[src/rtl/siganfu_pkg.sv]
// Shared codes and defaults for the siganfu fire controller and the gun it commands.
package siganfu_pkg;

  typedef enum logic [2:0] {
    GS_IDLE     = 3'd0,
    GS_LOCK     = 3'd1,
    GS_SINGLE   = 3'd2,
    GS_AUTO     = 3'd3,
    GS_RELOAD   = 3'd4,
    GS_OVERHEAT = 3'd5,
    GS_DOWN     = 3'd6
  } gun_state_e;

  typedef enum logic [2:0] {
    FC_IDLE    = 3'd0,
    FC_ACQUIRE = 3'd1,
    FC_LOCKED  = 3'd2,
    FC_ENGAGE  = 3'd3,
    FC_HOLD    = 3'd4,
    FC_DONE    = 3'd5,
    FC_ABORT   = 3'd6
  } fc_state_e;

  localparam int DEF_RND_W        = 5;
  localparam int DEF_LOCK_CYCLES  = 3;
  localparam int DEF_HOLD_TIMEOUT = 20;

  // Gun states during which firing must pause rather than abort.
  function automatic logic gun_paused(input logic [2:0] gs);
    return (gs == GS_RELOAD) || (gs == GS_OVERHEAT);
  endfunction

endpackage

[src/rtl/siganfu_lock_qualifier.sv]
// Counts consecutive cycles of a hostile track; lock_ok flags the edge on which
// the run length reaches LOCK_CYCLES.
module siganfu_lock_qualifier
  import siganfu_pkg::*;
#(
  parameter int LOCK_CYCLES = DEF_LOCK_CYCLES
) (
  input  logic sysclk,
  input  logic reboot,
  input  logic track_valid,
  input  logic iff_hostile,
  input  logic enable,
  output logic lock_ok
);

  localparam int CW = $clog2(LOCK_CYCLES + 1);

  logic [CW-1:0] lock_cnt;
  logic          qual;

  assign qual    = track_valid && iff_hostile;
  assign lock_ok = enable && qual && (lock_cnt == CW'(LOCK_CYCLES - 1));

  always_ff @(posedge sysclk) begin
    if (reboot) begin
      lock_cnt <= '0;
    end else if (!enable || !qual) begin
      lock_cnt <= '0;
    end else if (lock_cnt != CW'(LOCK_CYCLES)) begin
      lock_cnt <= lock_cnt + CW'(1);
    end
  end

endmodule

[src/rtl/siganfu_fire_controller.sv]
// Fire-control FSM: qualifies a hostile lock, runs an N-round engagement against
// the gun's trigger feedback, pauses through reload/overheat and aborts on faults.
module siganfu_fire_controller
  import siganfu_pkg::*;
#(
  parameter int RND_W        = DEF_RND_W,
  parameter int LOCK_CYCLES  = DEF_LOCK_CYCLES,
  parameter int HOLD_TIMEOUT = DEF_HOLD_TIMEOUT
) (
  input  logic             sysclk,
  input  logic             reboot,
  input  logic             track_valid,
  input  logic             iff_hostile,
  input  logic             engage_req,
  input  logic [RND_W-1:0] rounds_req,
  input  logic             fire_trigger,
  input  logic [2:0]       gun_state,
  input  logic             criticality_alert,
  output logic             is_enemy,
  output logic             target_locked,
  output logic             fire_command,
  output logic             firing_mode,
  output logic [RND_W-1:0] rounds_fired,
  output logic             engage_busy,
  output logic             engage_done,
  output logic             engage_abort,
  output logic [2:0]       ctrl_state
);

  localparam int HW = $clog2(HOLD_TIMEOUT + 1);

  fc_state_e        state;
  logic [RND_W-1:0] req_q;
  logic [RND_W-1:0] count_inc;
  logic [HW-1:0]    hold_cnt;
  logic [1:0]       reissue_cnt;
  logic             qual;
  logic             paused;
  logic             lock_ok;
  logic             acquiring;

  assign qual       = track_valid && iff_hostile;
  assign paused     = gun_paused(gun_state);
  assign acquiring  = (state == FC_IDLE) || (state == FC_ACQUIRE);
  assign count_inc  = (rounds_fired == '1) ? rounds_fired : rounds_fired + RND_W'(1);
  assign ctrl_state = state;

  siganfu_lock_qualifier #(
    .LOCK_CYCLES(LOCK_CYCLES)
  ) u_lock (
    .sysclk      (sysclk),
    .reboot      (reboot),
    .track_valid (track_valid),
    .iff_hostile (iff_hostile),
    .enable      (acquiring),
    .lock_ok     (lock_ok)
  );

  always_ff @(posedge sysclk) begin
    if (reboot) begin
      state         <= FC_IDLE;
      is_enemy      <= 1'b0;
      target_locked <= 1'b0;
      fire_command  <= 1'b0;
      firing_mode   <= 1'b0;
      rounds_fired  <= '0;
      engage_busy   <= 1'b0;
      engage_done   <= 1'b0;
      engage_abort  <= 1'b0;
      req_q         <= '0;
      hold_cnt      <= '0;
      reissue_cnt   <= '0;
    end else begin
      engage_done  <= 1'b0;
      engage_abort <= 1'b0;
      is_enemy     <= iff_hostile;
      case (state)
        FC_IDLE: begin
          if (lock_ok) begin
            state         <= FC_LOCKED;
            target_locked <= 1'b1;
          end else if (qual) begin
            state <= FC_ACQUIRE;
          end
        end
        FC_ACQUIRE: begin
          if (!qual) begin
            state <= FC_IDLE;
          end else if (lock_ok) begin
            state         <= FC_LOCKED;
            target_locked <= 1'b1;
          end
        end
        FC_LOCKED: begin
          if (!qual) begin
            state         <= FC_IDLE;
            target_locked <= 1'b0;
          end else if (engage_req && (rounds_req != '0)) begin
            state        <= FC_ENGAGE;
            req_q        <= rounds_req;
            rounds_fired <= '0;
            firing_mode  <= (rounds_req > RND_W'(1));
            fire_command <= 1'b1;
            engage_busy  <= 1'b1;
            reissue_cnt  <= '0;
          end
        end
        FC_ENGAGE: begin
          if (fire_trigger) rounds_fired <= count_inc;
          // Completion is checked first so a final round beats a same-cycle abort.
          if (fire_trigger && (count_inc == req_q)) begin
            state        <= FC_DONE;
            fire_command <= 1'b0;
            engage_busy  <= 1'b0;
            engage_done  <= 1'b1;
          end else if (criticality_alert || !qual) begin
            state         <= FC_ABORT;
            fire_command  <= 1'b0;
            target_locked <= 1'b0;
            is_enemy      <= 1'b0;
            engage_busy   <= 1'b0;
            engage_abort  <= 1'b1;
          end else if (paused) begin
            state        <= FC_HOLD;
            fire_command <= 1'b0;
            hold_cnt     <= HW'(1);
          end else if (firing_mode) begin
            fire_command <= 1'b1;
          end else if (fire_trigger) begin
            fire_command <= 1'b0;
            reissue_cnt  <= 2'd2;
          end else if (reissue_cnt == 2'd1) begin
            fire_command <= 1'b1;
            reissue_cnt  <= '0;
          end else begin
            fire_command <= 1'b0;
            if (reissue_cnt != '0) reissue_cnt <= reissue_cnt - 2'd1;
          end
        end
        FC_HOLD: begin
          if (criticality_alert || !qual || (paused && (hold_cnt == HW'(HOLD_TIMEOUT)))) begin
            state         <= FC_ABORT;
            fire_command  <= 1'b0;
            target_locked <= 1'b0;
            is_enemy      <= 1'b0;
            engage_busy   <= 1'b0;
            engage_abort  <= 1'b1;
          end else if (paused) begin
            hold_cnt <= hold_cnt + HW'(1);
          end else begin
            state        <= FC_ENGAGE;
            fire_command <= 1'b1;
            reissue_cnt  <= '0;
          end
        end
        FC_DONE: begin
          if (qual) begin
            state <= FC_LOCKED;
          end else begin
            state         <= FC_IDLE;
            target_locked <= 1'b0;
          end
        end
        FC_ABORT: begin
          if (criticality_alert) begin
            is_enemy <= 1'b0;
          end else begin
            state <= FC_IDLE;
          end
        end
        default: begin
          state <= FC_IDLE;
        end
      endcase
    end
  end

endmodule
[config.mk]
export PLATFORM = sky130hd
export DESIGN_NAME = siganfu_fire_controller
export DESIGN_NICKNAME = d
export VERILOG_FILES = /design/src/rtl/siganfu_pkg.sv /design/src/rtl/siganfu_lock_qualifier.sv /design/src/rtl/siganfu_fire_controller.sv
export SDC_FILE = /design/constraint.sdc
export NUM_CORES = 1
export LEC_CHECK = 0
export BUFFER_PORTS_ARGS = -buffer_cell sky130_fd_sc_hd__clkbuf_2
export CORE_MARGIN = 4
export CORE_UTILIZATION = 52
export DETAILED_ROUTE_END_ITERATION = 10
export PLACE_DENSITY = 0.74
export SLEW_MARGIN = 30
export SYNTH_ARGS = -nofsm -noshare
export SYNTH_HDL_FRONTEND = slang
export SYNTH_HIERARCHICAL = 1
export SYNTH_SLANG_ARGS = --single-unit
export TNS_END_PERCENT = 1
[constraint.sdc]
create_clock -name sysclk -period 5.6 [get_ports sysclk]
set_input_delay 0 -clock sysclk [delete_from_list [all_inputs] [get_ports sysclk]]
set_output_delay 0 -clock sysclk [all_outputs]
set_load 0.01 [all_outputs]
==> results of run 1 <==
## Yosys cell counts (2+ instances only)
library cell | number | share of area
nand3_1 | 7 | 0.019
o211ai_1 | 2 | 0.0082
or2_2 | 4 | 0.014
a31oi_1 | 3 | 0.010
inv_1 | 13 | 0.027
a211o_1 | 2 | 0.0095
nand2_1 | 14 | 0.029
xor2_1 | 4 | 0.019
a311o_1 | 2 | 0.011
nor2_1 | 29 | 0.059
and3_1 | 4 | 0.014
a21boi_0 | 2 | 0.0082
o21ai_1 | 2 | 0.0054
o21ai_4 | 2 | 0.018
nor4_1 | 3 | 0.010
xnor2_1 | 3 | 0.014
o21ai_0 | 11 | 0.030
ha_1 | 7 | 0.048
nand2b_1 | 2 | 0.0068
or2_1 | 2 | 0.0068
dfxtp_1 | 29 | 0.32
a211oi_1 | 2 | 0.0082
mux2i_1 | 8 | 0.044
o21ai_2 | 2 | 0.0095
a21oi_1 | 23 | 0.063
a311oi_2 | 2 | 0.016
nor2_2 | 2 | 0.0068
nand4_1 | 6 | 0.020
buf_2 | 3 | 0.0082
clkbuf_1 | 7 | 0.014
nor3_1 | 9 | 0.024
## layer usage
layer	vias up	global-route usage
li1	899	-
met1	816	0.279
met2	59	0.339
met3	14	0.0399
met4	0	0.116
met5	-	0
## flip-flops by register name (all words and copies together), names as in the netlist, 2 cells and up
register         flops
rounds_fired         5
hold_cnt             5
u_lock/lock_cnt      2
req_q                5
ctrl_state           3
reissue_cnt          2
## path summary, 6_finish.rpt
kind | from | to | slack, ns
worst max-delay path | rounds_fired[1]$_SDFFE_PP0P_ | hold_cnt[1]$_SDFFE_PP0P_ | 3.15
worst min-delay path | criticality_alert | ctrl_state[2]$_SDFFE_PP0P_ | 0.02
worst max register to register | rounds_fired[1]$_SDFFE_PP0P_ | hold_cnt[1]$_SDFFE_PP0P_ | 3.15
worst min register to register | reissue_cnt[1]$_SDFFE_PP0P_ | reissue_cnt[1]$_SDFFE_PP0P_ | 0.48
## power by group through the flow
stage	logic, mW	clock network [mW]	registers, mW
after floorplan	0.0591	0	0.223
after global placement	0.0727	0	0.231
after CTS	0.0772	0.134	0.226
after detailed placement	0.0728	0	0.231
after global routing	0.0858	0.143	0.228
final	0.0774	0.133	0.226
## final cells by class
cell class | instances | area (µm²) | area share
Multi-Input combinational cell | 180 | 1170 | 0.549
Inverter | 13 | 48.8 | 0.0229
Tap cell | 46 | 57.6 | 0.0270
Timing Repair Buffer | 36 | 218 | 0.102
Sequential cell | 29 | 581 | 0.273
Clock buffer | 7 | 55.1 | 0.0259
## through the flow
step | std cells | worst slack [ns] | area [µm²] | power (mW)
floorplan | 233 | 3.31 | 1840 | 0.282
global placement | 297 | 3.21 | 2000 | 0.303
detailed placement | 297 | 3.20 | 2000 | 0.303
CTS | 311 | 3.16 | 2130 | 0.437
global route | 311 | 3.01 | 2130 | 0.456
finish | 311 | 3.15 | 2130 | 0.437
## cells by family (layout without fill, tap and decap cells)
family / Yosys count / count (layout) / synth area share
and+or+nand+nor: 92 / 92 / 0.252
DFF: 29 / 29 / 0.315
AOI/OAI and AO/OA: 65 / 65 / 0.247
adders and majority gates: 7 / 7 / 0.0476
muxes: 9 / 9 / 0.0517
xor gates and xnor gates: 7 / 7 / 0.0333
buffers and inverters: 24 / 56 / 0.0530
## critical path, stage by stage, from the launching register on
cell	delay, ns
dfxtp_1	0.44
ha_1	0.30
and3_1	0.30
or4b_1	0.47
o21ai_2	0.08
nor2_2	0.09
o21ai_4	0.23
o21ai_4	0.11
mux2_4	0.32
## timing repair
item,in CTS,in global routing
setup endpoints to repair,0,0
hold buffers,7,0
buffers inserted,0,0
hold endpoints to repair,8,0
resized for setup,0,0
==> impl_metrics.tcl, run 1 <==
set metrics [dict create \
    status "finished, final reports clean" \
    grt_pass1_wl_um 7420 \
    wl_met1_um 1920 \
    setup-tns-final_ns 0 \
    die_area_um2 4560 \
    syn-num-nets 255 \
    min_path_cells 3 \
    hold_viol_final 0 \
    critPathLaunchType "register" \
    cp-end-kind "register" \
    io_buffers 28 \
    power.internal_mw 0.302 \
    wl_met2_um 2040 \
    via_count 1788 \
    clk_path_buf_depth 2 \
    ir_worst_vdd_v 0.000118 \
    syn_area_um2 1840 \
    grt.overflow.total 0 \
    fill_cells 312 \
    critical_path_class "register to register" \
    route.met3.wl_um 292 \
    highest_layer "met4" \
    hpwl_um 3030 \
    diodes 0 \
    ys_warn_count 6 \
    start_util 0.543 \
    cts-root-buf "clkbuf_4" \
    min-delay-path-class "primary input to register" \
    clkSlewWorstSetupHoldPaths_ns 0.10 \
    grt_max_degree 30 \
    wirelength_um 4380 \
    die-height_um 67.5 \
    core_um2 3390 \
    layout-drive-gt1-share 0.204 \
    comb_power_share 0.177 \
    pin_count 30 \
    clkPwrFrac 0.305 \
    setup_violations 0 \
    leakagePower_nw 0.826 \
    synthArstFlopShare 0 \
    synth_edf_count 0 \
    fin_crit_ns 2.45 \
    cts_sinks 29 \
    vias_per_cell 5.75 \
    grt_usage 0.216 \
    htreeDepth 2 \
    timing.final.crit_share 0.437 \
    p_per_area_nw_per_um2 205 \
    maxSlewViolCount 0 \
    crit_required_ns 5.83 \
    max-cap-violations 0 \
    arrival_ns 2.68 \
    grt_pass1_vias 1621 \
    cts_inserted_buffers 5 \
    ys_ff_latch 29 \
    synth-main-ff-cell "dfxtp_1" \
    syn-instance-count 233 \
    synth_cell_types 53 \
    final_nets 287 \
    drc 0 \
    seq_area_frac_synth 0.315 \
    antenna_found_initial 0 \
    layout_common_cells "nor2_1 (29), dfxtp_1 (29), clkbuf_2 (28)" \
    critPathMaxFanout 6 \
    first_pass_iters 4 \
    die_x_um 67.5 \
    holdWs_ns 0.0173 \
    skew_ns 0.0137 \
    avgSynthCellArea_um2 7.90 \
    tightest_slew_ns 0.649 \
    insertion_delay_ns 0.34 \
    ant_nets 0 \
    p_seq_frac 0.517 \
    p_switching_mw 0.134 \
    switching_share 0.308 \
    timing.fmax_mhz 409 \
    post-route-util 0.628 \
    cts_tree "built" \
    gp_congestion 0.820 \
    rsz0062_at_grt "no" \
    rows 21 \
    reg2reg_depth 8 \
    drt_iter0_markers 136 \
    relSlewSlack 0.568 \
    detail_route.wl_per_cell_um 14.1 \
    synthToLayoutAreaGrowth_pct 15.6 \
]
(Power assumes the default switching activity.)
==> run 2, diff against run 1 <==
Clock period 5.6 ns to 2.31 ns, I/O delays scaled along.
==> impl_metrics.tcl, run 2 (synthesized netlist as in run 1, its figures left out) <==
set metrics [dict create \
    diodes 0 \
    gp_congestion 0.890 \
    relSlewSlack 0.668 \
    drc 0 \
    insertion_delay_ns 0.35 \
    detail_route.wl_per_cell_um 14.2 \
    io_buffers 28 \
    start_util 0.543 \
    ant_nets 0 \
    skew_ns 0.0142 \
    hpwl_um 3190 \
    tightest_slew_ns 0.494 \
    vias_per_cell 5.61 \
    wirelength_um 4580 \
    htreeDepth 2 \
    cts-root-buf "clkbuf_4" \
    layout_common_cells "nor2_1 (29), dfxtp_1 (28), clkbuf_2 (28)" \
    final_nets 298 \
    critical_path_class "register to register" \
    setup_violations 0 \
    hold_viol_final 0 \
    clkSlewWorstSetupHoldPaths_ns 0.10 \
    maxSlewViolCount 0 \
    final_common_cell "nor2_1" \
    rows 21 \
    fin_crit_ns 2.20 \
    r2r_slack_ns 0.11 \
    layout-drive-gt1-share 0.238 \
    crit_top_cell "o21ai_4" \
    stdcell_area_um2 2220 \
    die-height_um 67.5 \
    first_pass_iters 4 \
    timing.final.crit_share 0.951 \
    ir_worst_vdd_v 0.000379 \
    post-cts-setup-buffers 0 \
    timing.fmax_mhz 455 \
    via_count 1812 \
    crit_required_ns 2.56 \
    drt_iter0_markers 132 \
    instances_no_fill 323 \
    die_x_um 67.5 \
    arrival_ns 2.45 \
    antenna_found_initial 0 \
    power.total_mw 1.07 \
    leakagePower_nw 0.880 \
    crit_family "compound AO/OA/AOI/OAI gates" \
    crit_chain "ha_1 > a21bo_2 > mux2i_1 > xor2_1 > nand3_2 > o21ai_4 > o21ai_4 > mux2_4" \
    placed_area_um2 2080 \
    grt_max_degree 29 \
    dp.cells 307 \
    top_regs "hold_cnt: 5 flops, req_q: 5 flops, rounds_fired: 5 flops" \
    status "finished, final reports clean" \
    critPathLaunchType "register" \
    slowest_stage "dfxtp_2" \
    grt.overflow.total 0 \
    cts_sinks 29 \
    p_per_area_nw_per_um2 482 \
    cp-end-kind "register" \
    post-route-util 0.655 \
    min-delay-path-class "primary input to register" \
    cts_tree "built" \
    grt_pass1_wl_um 7760 \
    rsz0062_at_grt "no" \
    pin_count 30 \
    grt_pass1_vias 1740 \
    cp.buffers_inverters 0 \
    grt_usage 0.229 \
    max-cap-violations 0 \
    synthToLayoutAreaGrowth_pct 20.6 \
    die_area_um2 4560 \
    cts_inserted_buffers 5 \
    slowest_delay_ns 0.36 \
    setup-tns-final_ns 0 \
    core_um2 3390 \
    critPathMaxFanout 6 \
    clk_path_buf_depth 2 \
]
==> run 2: final cells by class <==
cell class              count  area, µm²
flip-flops and latches     29        582
clock inverters             2       10.0
repair buffers             47        303
multi-input cells         180       1180
inverters                  13       48.8
well taps                  46       57.6
fillers                   279       1170
clock buffers               6       41.3
==> run 2: power by group <==
part | total [mW] | internal (mW) | switching (mW)
Clock | 0.310 | 0.116 | 0.195
Combinational | 0.238 | 0.0935 | 0.145
Sequential | 0.521 | 0.514 | 0.00781
==> run 2: per-stage QoR <==
step	setup slack, ns	hold slack, ns
after floorplan	0.0194	0.0730
after global placement	0.153	0.250
after detailed placement	0.0854	0.255
after CTS	0.0585	0.00838
after global routing	0.00145	0.0358
final	0.114	0.00853
==> run 2: tightest hold or removal path, delay by kind of cell <==
kind	cells	cell delay, ns
compound gates	1	0.10
buf+inv	2	0.18
simple gates	1	0.05
==> run 2: final timing paths <==
kind / startpoint / endpoint / cells past startpoint
worst max-delay path: rounds_fired[1]$_SDFFE_PP0P_ / hold_cnt[1]$_SDFFE_PP0P_ / 8
worst min-delay path: reboot / rounds_fired[2]$_SDFFE_PP0P_ / 4
worst max register to register: rounds_fired[1]$_SDFFE_PP0P_ / hold_cnt[1]$_SDFFE_PP0P_ / 8
worst min register to register: reissue_cnt[1]$_SDFFE_PP0P_ / reissue_cnt[1]$_SDFFE_PP0P_ / 2
==> run 2: what timing repair did <==
action | 4_1_cts | 5_1_grt
hold endpoints to repair | 7 | 0
endpoints found under the setup margin | 0 | 7
gates resized for setup | 0 | 2
hold buffers | 8 | 0
==> run 2: layer usage <==
metal / wire length (µm) / GRT usage / up-vias
met5: 0 / 0 / -
met2: 2180 / 0.373 / 39
met4: 77 / 0.0886 / 0
li1: - / - / 926
met1: 2130 / 0.280 / 840
met3: 194 / 0.0699 / 7
==> run 3, diff against run 2 <==
Settings changed: CTS_BUF_LIST set to sky130_fd_sc_hd__clkbuf_8 sky130_fd_sc_hd__clkbuf_16.
==> impl_metrics.tcl, run 3 (synthesized netlist as in run 1, its figures left out) <==
set metrics [dict create \
    status "finished, final reports clean" \
    insertion_delay_ns 0.29 \
    grt_pass1_wl_um 7790 \
    drc 0 \
    cts_sinks 29 \
    cts_tree "built" \
    gp_congestion 0.890 \
    holdWs_ns 0.0518 \
    min_path_cells 4 \
    r2r_start "rounds_fired[1]$_SDFFE_PP0P_" \
    power.total_mw 1.17 \
    relSlewSlack 0.631 \
    fin_crit_ns 2.24 \
    r2r_end "hold_cnt[1]$_SDFFE_PP0P_" \
    leakagePower_nw 0.902 \
    die_x_um 67.5 \
    critPathMaxFanout 6 \
    die-height_um 67.5 \
    reg2reg_depth 8 \
    core_um2 3390 \
    ir_worst_vdd_v 0.000410 \
    critical_path_class "register to register" \
    post-route-util 0.665 \
    grt.overflow.total 0 \
    pin_count 30 \
    clk_path_buf_depth 2 \
    grt_use_met2 0.377 \
    antenna_found_initial 0 \
    drt_iter0_markers 148 \
    first_pass_iters 4 \
    final_common_cell "nor2_1" \
    min-delay-path-class "primary input to register" \
    r2r_slack_ns 0.07 \
    setup_slack_ns 0.0726 \
    timing.fmax_mhz 447 \
    timing.final.crit_share 0.969 \
    clkSlewWorstSetupHoldPaths_ns 0.07 \
    cp-end-kind "register" \
    synthToLayoutAreaGrowth_pct 22.4 \
    start_util 0.543 \
    setup-tns-final_ns 0 \
    hpwl_um 3190 \
    tightest_slew_ns 0.549 \
    grt_pass1_vias 1717 \
    max-cap-violations 0 \
    cts_inserted_buffers 5 \
    setup_violations 0 \
    hold_start "reboot" \
    gr-max-usage-layer "met2" \
    min_to "is_enemy$_SDFF_PP0_" \
    hold_viol_final 0 \
    final_nets 299 \
    p_per_area_nw_per_um2 519 \
    htreeDepth 2 \
    top_regs "hold_cnt: 5 flops, req_q: 5 flops, rounds_fired: 5 flops" \
    maxSlewViolCount 0 \
    ant_nets 0 \
    use_met1 0.286 \
    layout_common_cells "nor2_1 (29), dfxtp_1 (28), clkbuf_2 (28)" \
    grt_max_degree 29 \
    io_buffers 28 \
    wirelength_um 4680 \
    vias_per_cell 5.65 \
    layout-drive-gt1-share 0.248 \
    via_count 1830 \
    globalRouteMet3Util 0.0532 \
    critPathLaunchType "register" \
    detail_route.wl_per_cell_um 14.4 \
    arrival_ns 2.43 \
    crit_required_ns 2.50 \
    skew_ns 0.0121 \
    cts-root-buf "clkbuf_8" \
    pre_cts_slack_ns 0.0854 \
    grt_usage 0.228 \
    diodes 0 \
    die_area_um2 4560 \
    rows 21 \
]
[run 3: cell types whose count changed in the layout (fill, tap and decap cells not counted)]
cell	delta
buf_4	+3
clkbuf_1	-1
clkbuf_4	-5
clkbuf_8	+5
dlygate4sd3_1	-2
inv_1	+1
[run 3: final cells by class]
class	instances	area, µm²
Multi-Input combinational cell	180	1180
Inverter	13	48.8
Tap cell	46	57.6
Clock inverter	3	13.8
Sequential cell	29	582
Timing Repair Buffer	48	305
Fill cell	277	1140
Clock buffer	5	68.8
[run 3: what timing repair did]
action / CTS / global route
setup buffers: 0 / 3
gates resized for setup: 0 / 2
endpoints found under the setup margin: 0 / 5
hold buffers: 6 / 0
endpoints found under the hold margin: 6 / 0
[run 3: critical path: stages, from the launching register on]
cell and delay (ns):
dfxtp_2 0.35, ha_1 0.22, a21bo_2 0.22, mux2i_1 0.18, xor2_1 0.28, nand3_2 0.22, o21ai_4 0.26, o21ai_4 0.10
mux2_4 0.31
[run 3: metrics by stage]
stage	cells	cell area, µm²
4_1_cts	321	2220
2_1_floorplan	233	1840
6_report	324	2250
3_3_place_gp	307	2080
5_1_grt	324	2250
3_5_place_dp	307	2080
[run 3: how the worst max path moves through the flow]
stage / startpoint / end / slack [ns] / depth (start not counted)
detailed placement: rounds_fired[1]$_SDFFE_PP0P_ / hold_cnt[1]$_SDFFE_PP0P_ / 0.09 / 8
global placement: rounds_fired[1]$_SDFFE_PP0P_ / hold_cnt[1]$_SDFFE_PP0P_ / 0.15 / 8
global route: rounds_fired[1]$_SDFFE_PP0P_ / reissue_cnt[1]$_SDFFE_PP0P_ / -0.06 / 9
finish: rounds_fired[1]$_SDFFE_PP0P_ / hold_cnt[1]$_SDFFE_PP0P_ / 0.07 / 8
floorplan: rounds_fired[1]$_SDFFE_PP0P_ / hold_cnt[1]$_SDFFE_PP0P_ / 0.02 / 9
CTS: rounds_fired[1]$_SDFFE_PP0P_ / hold_cnt[1]$_SDFFE_PP0P_ / 0.06 / 8
[run 3: report_power, final]
group	leakage, nW	internal (mW)	switching [mW]
clock	0.0491	0.204	0.201
combinational	0.618	0.0937	0.147
sequential	0.235	0.514	0.00953
total	0.902	0.812	0.357
[run 3: per-layer routing]
metal  routed length (µm)  up-vias
met5                    0        -
met2                 2240       50
met4                   65        0
met3                  233        9
met1                 2140      845
li1                     -      926
